<file path="config.mk">
export PLATFORM = sky130hd
export DESIGN_NAME = ps2_device_tx
export DESIGN_NICKNAME = d
export VERILOG_FILES = /design/src/rtl/ps2_device_tx.sv
export SDC_FILE = /design/constraint.sdc
export NUM_CORES = 1
export LEC_CHECK = 0
export CORE_MARGIN = 1
export CORE_UTILIZATION = 34
export DETAILED_ROUTE_END_ITERATION = 10
export GPL_TIMING_DRIVEN = 0
export PLACE_DENSITY_LB_ADDON = 0.12
export SETUP_SLACK_MARGIN = 0.3
export SYNTH_ARGS = -nofsm -noshare
export SYNTH_HDL_FRONTEND = slang
export SYNTH_SLANG_ARGS = --single-unit
</file>
<file path="constraint.sdc">
create_clock -name clock -period 2.1 [get_ports clock]
set_input_delay 0.315 -clock clock [delete_from_list [all_inputs] [get_ports clock]]
set_output_delay 0.315 -clock clock [all_outputs]
set_load 0.02 [all_outputs]
</file>
<file path="src/rtl/ps2_device_tx.sv">
`default_nettype none
// ============================================================================
// Module   : ps2_device_tx
// Function : PS/2 device-side transmitter. Queued bytes go out as 11-bit
//            frames (start, 8 data LSB-first, odd parity, stop).
// Revision : 1.0 - initial release
// ============================================================================
module ps2_device_tx #(
    parameter int HALF_PERIOD = 8,
    parameter int GAP_CYCLES  = 16,
    parameter int FIFO_DEPTH  = 4
) (
    input  logic       clock,
    input  logic       reset,
    input  logic       in_valid,
    input  logic [7:0] in_data,
    output logic       in_ready,
    input  logic       inject_parity_err,
    output logic       ps2_clk,
    output logic       ps2_data,
    output logic       busy,
    output logic       tx_done
);

    localparam int c_AW      = $clog2(FIFO_DEPTH);
    localparam int c_DIV_MAX = (HALF_PERIOD > GAP_CYCLES) ? HALF_PERIOD : GAP_CYCLES;
    localparam int c_DW      = $clog2(c_DIV_MAX);
    localparam logic [c_DW-1:0] c_HP_LAST  = c_DW'(HALF_PERIOD - 1);
    localparam logic [c_DW-1:0] c_GAP_LAST = c_DW'(GAP_CYCLES - 1);
    localparam logic [c_AW:0]   c_FULL     = (c_AW + 1)'(FIFO_DEPTH);

    typedef enum logic [1:0] {
        S_IDLE = 2'd0,
        S_HIGH = 2'd1,
        S_LOW  = 2'd2,
        S_GAP  = 2'd3
    } state_t;

    logic [7:0]      r_mem [FIFO_DEPTH];
    logic [c_AW-1:0] r_wr_ptr;
    logic [c_AW-1:0] r_rd_ptr;
    logic [c_AW:0]   r_count;
    logic            r_in_ready;

    state_t          r_state;
    logic [c_DW-1:0] r_div;
    logic [3:0]      r_bit_idx;
    logic [9:0]      r_frame;
    logic            r_ps2_clk;
    logic            r_ps2_data;
    logic            r_busy;
    logic            r_tx_done;

    logic            w_push;
    logic            w_pop;
    logic            w_gap_end;
    logic [c_AW:0]   w_count_next;
    logic [7:0]      w_head;
    logic            w_parity;

    // in_ready is registered, so a full FIFO refuses a byte even while popping
    assign w_push    = in_valid && r_in_ready;
    assign w_pop     = (r_state == S_IDLE) && (r_count != '0);
    assign w_gap_end = (r_state == S_GAP) && (r_div == c_GAP_LAST);
    assign w_head    = r_mem[r_rd_ptr];
    assign w_parity  = (~^w_head) ^ inject_parity_err;

    always_comb begin
        w_count_next = r_count;
        if (w_push && !w_pop)
            w_count_next = r_count + 1'b1;
        else if (!w_push && w_pop)
            w_count_next = r_count - 1'b1;
    end

    always_ff @(posedge clock) begin
        if (w_push)
            r_mem[r_wr_ptr] <= in_data;
    end

    always_ff @(posedge clock or posedge reset) begin
        if (reset) begin
            r_wr_ptr   <= '0;
            r_rd_ptr   <= '0;
            r_count    <= '0;
            r_in_ready <= 1'b1;
        end else begin
            if (w_push)
                r_wr_ptr <= r_wr_ptr + 1'b1;
            if (w_pop)
                r_rd_ptr <= r_rd_ptr + 1'b1;
            r_count    <= w_count_next;
            r_in_ready <= (w_count_next != c_FULL);
        end
    end

    // r_frame holds the bits still to be sent after the one on the line
    always_ff @(posedge clock or posedge reset) begin
        if (reset) begin
            r_state    <= S_IDLE;
            r_div      <= '0;
            r_bit_idx  <= '0;
            r_frame    <= '1;
            r_ps2_clk  <= 1'b1;
            r_ps2_data <= 1'b1;
            r_busy     <= 1'b0;
            r_tx_done  <= 1'b0;
        end else begin
            r_tx_done <= 1'b0;
            r_busy    <= ((r_state != S_IDLE) && !w_gap_end) || w_pop || (w_count_next != '0);
            case (r_state)
                S_IDLE: begin
                    if (w_pop) begin
                        r_frame    <= {1'b1, w_parity, w_head};
                        r_bit_idx  <= '0;
                        r_div      <= '0;
                        r_ps2_clk  <= 1'b1;
                        r_ps2_data <= 1'b0;
                        r_state    <= S_HIGH;
                    end
                end
                S_HIGH: begin
                    if (r_div == c_HP_LAST) begin
                        r_div     <= '0;
                        r_ps2_clk <= 1'b0;
                        r_state   <= S_LOW;
                    end else begin
                        r_div <= r_div + 1'b1;
                    end
                end
                S_LOW: begin
                    if (r_div == c_HP_LAST) begin
                        r_div     <= '0;
                        r_ps2_clk <= 1'b1;
                        if (r_bit_idx != 4'd10) begin
                            r_bit_idx  <= r_bit_idx + 4'd1;
                            r_ps2_data <= r_frame[0];
                            r_frame    <= {1'b1, r_frame[9:1]};
                            r_state    <= S_HIGH;
                        end else begin
                            r_ps2_data <= 1'b1;
                            r_tx_done  <= 1'b1;
                            r_state    <= S_GAP;
                        end
                    end else begin
                        r_div <= r_div + 1'b1;
                    end
                end
                S_GAP: begin
                    if (w_gap_end) begin
                        r_div   <= '0;
                        r_state <= S_IDLE;
                    end else begin
                        r_div <= r_div + 1'b1;
                    end
                end
                default: r_state <= S_IDLE;
            endcase
        end
    end

    assign in_ready = r_in_ready;
    assign ps2_clk  = r_ps2_clk;
    assign ps2_data = r_ps2_data;
    assign busy     = r_busy;
    assign tx_done  = r_tx_done;

endmodule
`default_nettype wire

</file>
# Yosys cells after proc, flatten, opt, wreduce, memory -nomap -nowiden
# Memories as Yosys holds them, arrays and structs flattened.
# Cells that the tools add are included.
# totals
regBits	32
ram_bits	32
input_bits	12
output_inout_bits	5
elab_cells	87
memories	1
# mem_list
memory	depth	width	rd	rd_ports_with_merged_regs	write_ports	line_no	text
r_mem	4	8	1	0	1	39	logic [7:0] r_mem [FIFO_DEPTH];
# classes
n_addsub	6
n_eq_ne	12
muxes	32
bitwise_logic	1
reduce_logical	23
# op_table
op	count
10-bit two-way mux	3
4-bit two-way mux	5
10-bit one-hot mux with 2 select lines	1
4-bit one-hot mux with 3 select lines	1
4-bit AND reduction	3
1-bit two-way mux	11
2-bit two-way mux	5
2-bit != test (second input constant)	5
3-bit nonzero test	3
4-bit by 1-bit adder with 4-bit output (second input constant)	2
2-bit one-hot mux with 4 select lines	1
4-bit one-hot mux with 2 select lines	1
8-bit XNOR reduction	1
1-bit logical AND	6
3-bit two-way mux	2
2-bit by 1-bit adder with 2-bit output (second input constant)	2
2-bit equality test (second input constant)	2
4-bit by 3-bit equality test with 1-bit output (second input constant)	1
4-bit equality test (second input constant)	1
4-bit != test (second input constant)	1
2-bit nonzero test	2
3-bit by 1-bit adder with 3-bit output (second input constant)	1
1-bit logical NOT	3
3-bit != test (second input constant)	1
9 further kinds	10

# Longest topological paths before layout
# Gate-level depths: netlist of the first run.
# depth
word_depth	7
depth_mapped	8
ltp_nobuf	7

# Least setup slack after synthesis of the first run
# Ideal clock, no wire load.
# synth_timing
kind	register -> register
start	register r_state[0]
end	register r_frame[0]
arrival_time_ns	1.971
required_ns	2.027
slack_ns	0.056
path_stages_with_launch	9
period_less_slack_ns	2.044
path_cell_list	dfrtp_1 -> inv_1 -> ha_1 -> clkbuf_1 -> and4b_1 -> a211oi_1 -> clkbuf_1 -> nor2_1 -> a21oi_1
# synth_between
elab_chain_len	4
elab_cells_between_ends	9
cone_classes	eq/ne: 4; mux: 1; reduce/logical: 4
# synth_lines
element	line_no	text
start: declaration	45	state_t r_state;
start signal: assignment	100	r_state <= S_IDLE;
start signal: assignment	119	r_state <= S_HIGH;
start signal: assignment	126	r_state <= S_LOW;
2-bit logical NOT	63, 111	
1-bit logical AND	63	assign w_pop = (r_state == S_IDLE) && (r_count != '0);
2-bit != test (no line)	n/a	
4-bit AND reduction (no line)	n/a	
end signal: assignment	114	r_frame <= {1'b1, w_parity, w_head};
end signal: assignment	138	r_frame <= {1'b1, r_frame[9:1]};
end: declaration	48	logic [9:0] r_frame;
# Several ways; a longest one is shown, not always the timed one.
# A chain may end at the register's enable or synchronous reset.

# Final worst setup path of the first run
# layout_timing
start	register r_rd_ptr[0]
end	register r_frame[8]
# layout_between
elab_chain_len	5
# layout_lines
element	line_no	text
start: declaration	41	logic [c_AW-1:0] r_rd_ptr;
start signal: assignment	91	r_rd_ptr <= r_rd_ptr + 1'b1;
memory read 4 x 8 bit	n/a	
8-bit XNOR reduction	66	assign w_parity = (~^w_head) ^ inject_parity_err;
1-bit XOR	66	
10-bit two-way mux	113	if (w_pop) begin
10-bit one-hot mux with 2 select lines	111	case (r_state)
# No other way between the ends. The select of a mux whose other input is x is not followed.

==> metrics.txt, run 1 <==
top cells by area, synth=edfxtp_1, dfrtp_1, dfstp_2; post-synthesis sequential area ratio=59.7%; ant diodes=0; Root Driver=clkbuf_8; Synth cell types=37; PD cells=922 nW/um2; CTS tree=done; Final min period=1.98 ns; CTS buffer count=9; Ports=17; worst path arrival time=2.25 ns; Yosys reg bits=63; Worst Skew=0.0120 ns; Syn Inst Count=219; Initial DRC Count=57; actual slew at the worst max-slew pin=0.613 ns; nets=284; die width=94.9 um; CP endpoint kind=flop; PortBufs=16; CP max FO=7; row count=33; Synth area leader=edfxtp_1; worst hold slack=0.186 ns; fraction of layout cells with a size suffix above 1=26.2%; total grt overflow=0; top_reg_cell synth=edfxtp_1; DP HPWL=3450 um; post-synthesis net count=245; first-pass GRT wire length=8830 um; drt total wl=5370 um; fin crit share=94.2%; height of the die=94.9 um; Initial Util=35.4%; vias in the first global route=1,789; DRC=0; HP Class=in2async; ANT nets after route=0; Worst-path clk slew=0.08 ns; CP Class=reg2reg; Max-Cap Viols=0; Non-Filler Instances=368; Vias per Instance=4.80; Syn Area/Cell=13.4 um2; Worst Path Required=2.37 ns; gpl congestion=0.689; max-slew violation count=0; post-cts hold buffer count=0; CTS sink cnt=63; Final Hold Fails=0; ys async rst share=49.2%; initial antenna violation count=0; outcome=complete, no violations; placed cell count=340; GRT Util Overall=13.5%; Ys Warns=0; die area=9010 um2; most common cell in the netlist=edfxtp_1; Worst-Skew Late Latency=0.34 ns; H-tree depth=3; Cell Area, Synth=2940 um2; Bufs on Longest Clock Path=2; Core Region=8300 um2; Yosys top cell area share=32.7%; EDFF count, synth=32; Leak=1.45 nW; Relative slew margins=59.2%; top cells by count, synth=edfxtp_1, dfrtp_1, nor2_1; Highest Clock Rate=0.506 GHz; RSZ-0062 raised after global routing=yes; largest net degree at the start of global routing=32; r2r setup slk=0.12 ns; final setup violation count=0; Detailed Routing Iterations Pass 1=4; P&R area growth vs syn=24.2%; Vias=1,765; startpoint types=flop; Routed WL per cell=14.6 um; Peak VDD IR=0.000502 V
-- worst paths after layout --
path	depth (start not counted)	to	start
worst max-delay path	6	r_frame[8]$_DFFE_PP1P_	r_rd_ptr[0]$_DFFE_PP0P_
worst min-delay path	2	r_count[0]$_DFF_PP0_	reset
worst max register to register	6	r_frame[8]$_DFFE_PP1P_	r_rd_ptr[0]$_DFFE_PP0P_
worst min register to register	2	ps2_data$_DFFE_PP1P_	ps2_data$_DFFE_PP1P_
max in group asynchronous	3	ps2_data$_DFFE_PP1P_	reset
min in group clock	2	ps2_data$_DFFE_PP1P_	ps2_data$_DFFE_PP1P_
-- flip-flops by register name, indices dropped and copies added, names as in the netlist, 2 cells and up --
name and count:
r_frame 9, r_rd_ptr 2, r_state 2, r_count 3, r_wr_ptr 2, r_mem 32, r_div 4, r_bit_idx 4
-- power breakdown --
group	internal [mW]	switching [mW]
combinational	0.332	0.366
clock	0.550	0.518
sequential	1.52	0.0815
total	2.40	0.965
-- critical path: stages (launching register included) --
cell,delay (ns)
dfrtp_1,0.36
buf_8,0.14
mux4_2,0.55
xnor2_1,0.16
xnor3_1,0.42
xnor2_1,0.14
a21oi_1,0.14
-- timing repair --
action,4_1_cts,5_1_grt
gates resized for setup,18,19
setup endpoints to repair,18,18
buffers inserted,9,1
pin swaps,5,6
cloned,1,0
-- placed cells by master, fill, tap and decap left out, types with 2 or more instances in the layout --
master            n
inv_2             4
inv_1             6
buf_6             2
clkinv_2          2
buf_8             4
nand3_1           6
dfrtp_1          18
a21oi_1          14
mux4_1            3
xor2_1            5
o21ai_0          11
nor3_1            2
dfstp_2          12
mux2_2            2
edfxtp_1         32
nand3b_1          3
ha_4              3
nand2_1          11
dlygate4sd2_1     2
xnor2_1           8
nand2b_1          2
nand4_1           2
clkinvlp_4        2
buf_4             9
clkbuf_8         10
nor2_1           17
clkdlybuf4s50_1  13
mux2i_1           9
clkbuf_2          2
mux4_2            5
ha_1             11
a22o_1            2
a21o_1            2
and3_1            4
-- area by class of cell --
cell class	count	area (um2)
plain buffers	9	98.8
clock buffers	9	124
flip-flops and latches	63	1750
fillers	766	4650
multi-input cells	136	1160
inverters	11	41.3
repair buffers	28	267
clock inverters	7	72.6
well taps	105	131
-- logic make-up (layout without fill, tap and decap cells) --
logic type      count (synthesis)  count (layout)  synth area share (%)
flops                          63              63                  59.7
mux                            19              19                  10.5
compound gates                 33              33                  6.48
simple gates                   55              55                  9.37
fa+ha+maj                      14              14                  5.97
buf+inv                        20              64                  2.85
xor+xnor                       15              15                  5.20
-- routing by layer --
metal | share of wire (%) | track usage (%)
met5 | 0 | 0
met4 | 1.5 | 6.44
met3 | 2.9 | 3.46
met2 | 47 | 20.9
met1 | 48 | 17.6
-- stage by stage --
step                area, um2  total power [mW]  worst slack (ns)  util [%]  setup TNS, ns
CTS                      3560              3.36             0.107      42.9              0
floorplan                2950              2.07             0.233         -              0
detailed placement       3240              2.27           -0.0121      39.0        -0.0446
finish                   3650              3.36             0.122      43.9              0
global placement         3240              2.27           -0.0256      39.0        -0.0955
global route             3650              3.55           -0.0141      43.9        -0.0141
Power figures use the tool's default switching activity.
==> run 2, diff against run 1 <==
Settings changed: CELL_PAD_IN_SITES_DETAIL_PLACEMENT set to 1, CELL_PAD_IN_SITES_GLOBAL_PLACEMENT set to 1.
==> metrics.txt, run 2 (synthesized netlist as in run 1, its figures left out) <==
Leak=1.52 nW (+4.5%); post-cts hold buffer count=0 (unchanged); H-tree depth=3 (unchanged); nets=293 (+3.2%); largest net degree at the start of global routing=32 (unchanged); Reg with most FFs=r_mem; CP Class=reg2reg; Setup TNS=0 ns (unchanged); vias in the first global route=1,914 (+7.0%); ANT nets after route=0 (unchanged); FF+latch area=1750 um2 (unchanged); final setup violation count=0 (unchanged); r2r worst-path depth=6 (unchanged); Highest Clock Rate=0.513 GHz (+1.5%); PortBufs=16 (unchanged); initial antenna violation count=0 (unchanged); drt total wl=6100 um (+14%); area of the multi-input gates=1180 um2 (+1.5%); Final min period=1.95 ns (-0.0301 ns); worst slack, placed=-0.0809 ns (-0.0688 ns); PD cells=902 nW/um2 (-2.2%); Worst-Skew Late Latency=0.34 ns (about the same); Routed WL per cell=16.2 um (+11%); Worst Skew=0.0113 ns (-0.000757 ns); Worst Path Required=2.38 ns (about the same); first-pass GRT wire length=9850 um (+11%); CTS sink cnt=63 (unchanged); startpoint types=flop; Ports=17 (unchanged); CTS tree=done; Bufs on Longest Clock Path=2 (unchanged); P&R area growth vs syn=28.0%; placed cell count=340 (unchanged); Initial Util=35.4% (unchanged); final setup margin=0.152 ns (+0.0301 ns); Relative slew margins=52.8% (-6.4 points); FILL cells=847 (+11%); Peak VDD IR=0.000482 V (-3.8%); height of the die=94.9 um (unchanged); commonest non-fill, non-tap cell in the layout=edfxtp_1; Worst-path clk slew=0.08 ns (about the same); row count=33 (unchanged); total grt overflow=0 (unchanged); actual slew at the worst max-slew pin=0.708 ns (+0.0949 ns); Final Hold Fails=0 (unchanged); Vias=1,841 (+4.3%); r2r setup slk=0.15 ns (+0.03 ns); CTS buffer count=9 (unchanged); Placement Cell Area=3240 um2 (unchanged); DP HPWL=3780 um (+9.7%); CP endpoint kind=flop; commonest cells after routing, fill and taps aside=edfxtp_1, dfrtp_1, buf_4; post-layout util=45.3% (+1.3 points); worst path arrival time=2.22 ns (-0.03 ns); biggest regs=r_mem (32), r_frame (9); Reg-to-Reg End=r_frame[8]$_DFFE_PP1P_; DRC=0 (unchanged); Vias per Instance=4.88 (+1.8%); Initial DRC Count=24 (-58%); GRT Util Overall=15.1% (+1.6 points); reg2reg start=r_rd_ptr[0]$_DFFE_PP0P_; max-slew violation count=0 (unchanged); fraction of layout cells with a size suffix above 1=30.9% (+4.6 points); RSZ-0062 raised after global routing=yes; gpl congestion=0.718 (+4.1%); Core Region=8300 um2 (unchanged); number of flip-flops in the largest register=32 (unchanged); HP Class=in2async; die width=94.9 um (unchanged); Max-Cap Viols=0 (unchanged); fin crit share=92.8% (-1.4 points); final instance area=3760 um2 (+3.1%); Non-Filler Instances=377 (+2.4%); ant diodes=0 (unchanged); die area=9010 um2 (unchanged); outcome=complete, no violations; Detailed Routing Iterations Pass 1=4 (unchanged); CP max FO=5 (-2); Root Driver=clkbuf_8
[run 2: cell count changes in the layout (fill, tap and decap cells not counted), sizes merged]
cell	change
buf	+7
clkbuf	+2
clkinv	-2
inv	+2
dlygate4sd2	-1
dlymetal6s2s	+1
[run 2: cell type report]
class | instances | share of cell area, %
repair buffers | 37 | 9.52
inverters | 11 | 1.10
clock inverters | 7 | 2.13
plain buffers | 9 | 2.50
clock buffers | 9 | 3.30
well taps | 105 | 3.50
multi-input cells | 136 | 31.3
flip-flops and latches | 63 | 46.7
[run 2: routing by layer]
layer	wire length [um]	track usage, %	vias to the layer above
li1	-	-	885
met1	2990	20.7	927
met2	2870	23.0	20
met3	147	4.19	9
met4	87	4.92	0
met5	0	0	-
[run 2: worst max-delay path: stages (launching register included)]
cell and delay, ns:
dfrtp_1 0.38, buf_8 0.13, mux4_2 0.53, xnor2_1 0.15
xnor3_1 0.41, xnor2_1 0.14, a21oi_1 0.14
[run 2: repair_timing]
action	4_1_cts	5_1_grt
buffers inserted	14	5
setup endpoints to repair	17	19
pin swaps	2	6
gates cloned	1	1
resized for setup	22	24
[run 2: report_power, final]
group          leakage, nW  internal (mW)  total, mW  switching (mW)
clock network       0.0964          0.560       1.10           0.544
registers            0.647           1.52       1.60          0.0883
logic                0.772          0.320      0.682           0.362
total                 1.52           2.40       3.39           0.994
[run 2: per-stage QoR]
step / hold slack, ns / total power [mW]
2_1_floorplan: 0.410 / 2.07
6_report: 0.404 / 3.39
3_3_place_gp: 0.494 / 2.26
5_1_grt: 0.487 / 3.58
4_1_cts: 0.510 / 3.42
3_5_place_dp: 0.497 / 2.28
[run 2: worst max-delay path by stage]
stage / slack, ns / startpoint / depth (start not counted) / endpoint
finish: 0.15 / r_rd_ptr[0]$_DFFE_PP0P_ / 6 / r_frame[8]$_DFFE_PP1P_
global route: 0.07 / r_rd_ptr[0]$_DFFE_PP0P_ / 6 / r_frame[8]$_DFFE_PP1P_
CTS: 0.11 / r_rd_ptr[0]$_DFFE_PP0P_ / 6 / r_frame[8]$_DFFE_PP1P_
detailed placement: -0.08 / r_state[0]$_DFFE_PP0P_ / 8 / r_frame[4]$_DFFE_PP1P_
global placement: -0.03 / r_state[0]$_DFFE_PP0P_ / 7 / r_bit_idx[0]$_DFFE_PP0P_
floorplan: 0.23 / r_rd_ptr[0]$_DFFE_PP0P_ / 6 / r_frame[8]$_DFFE_PP1P_
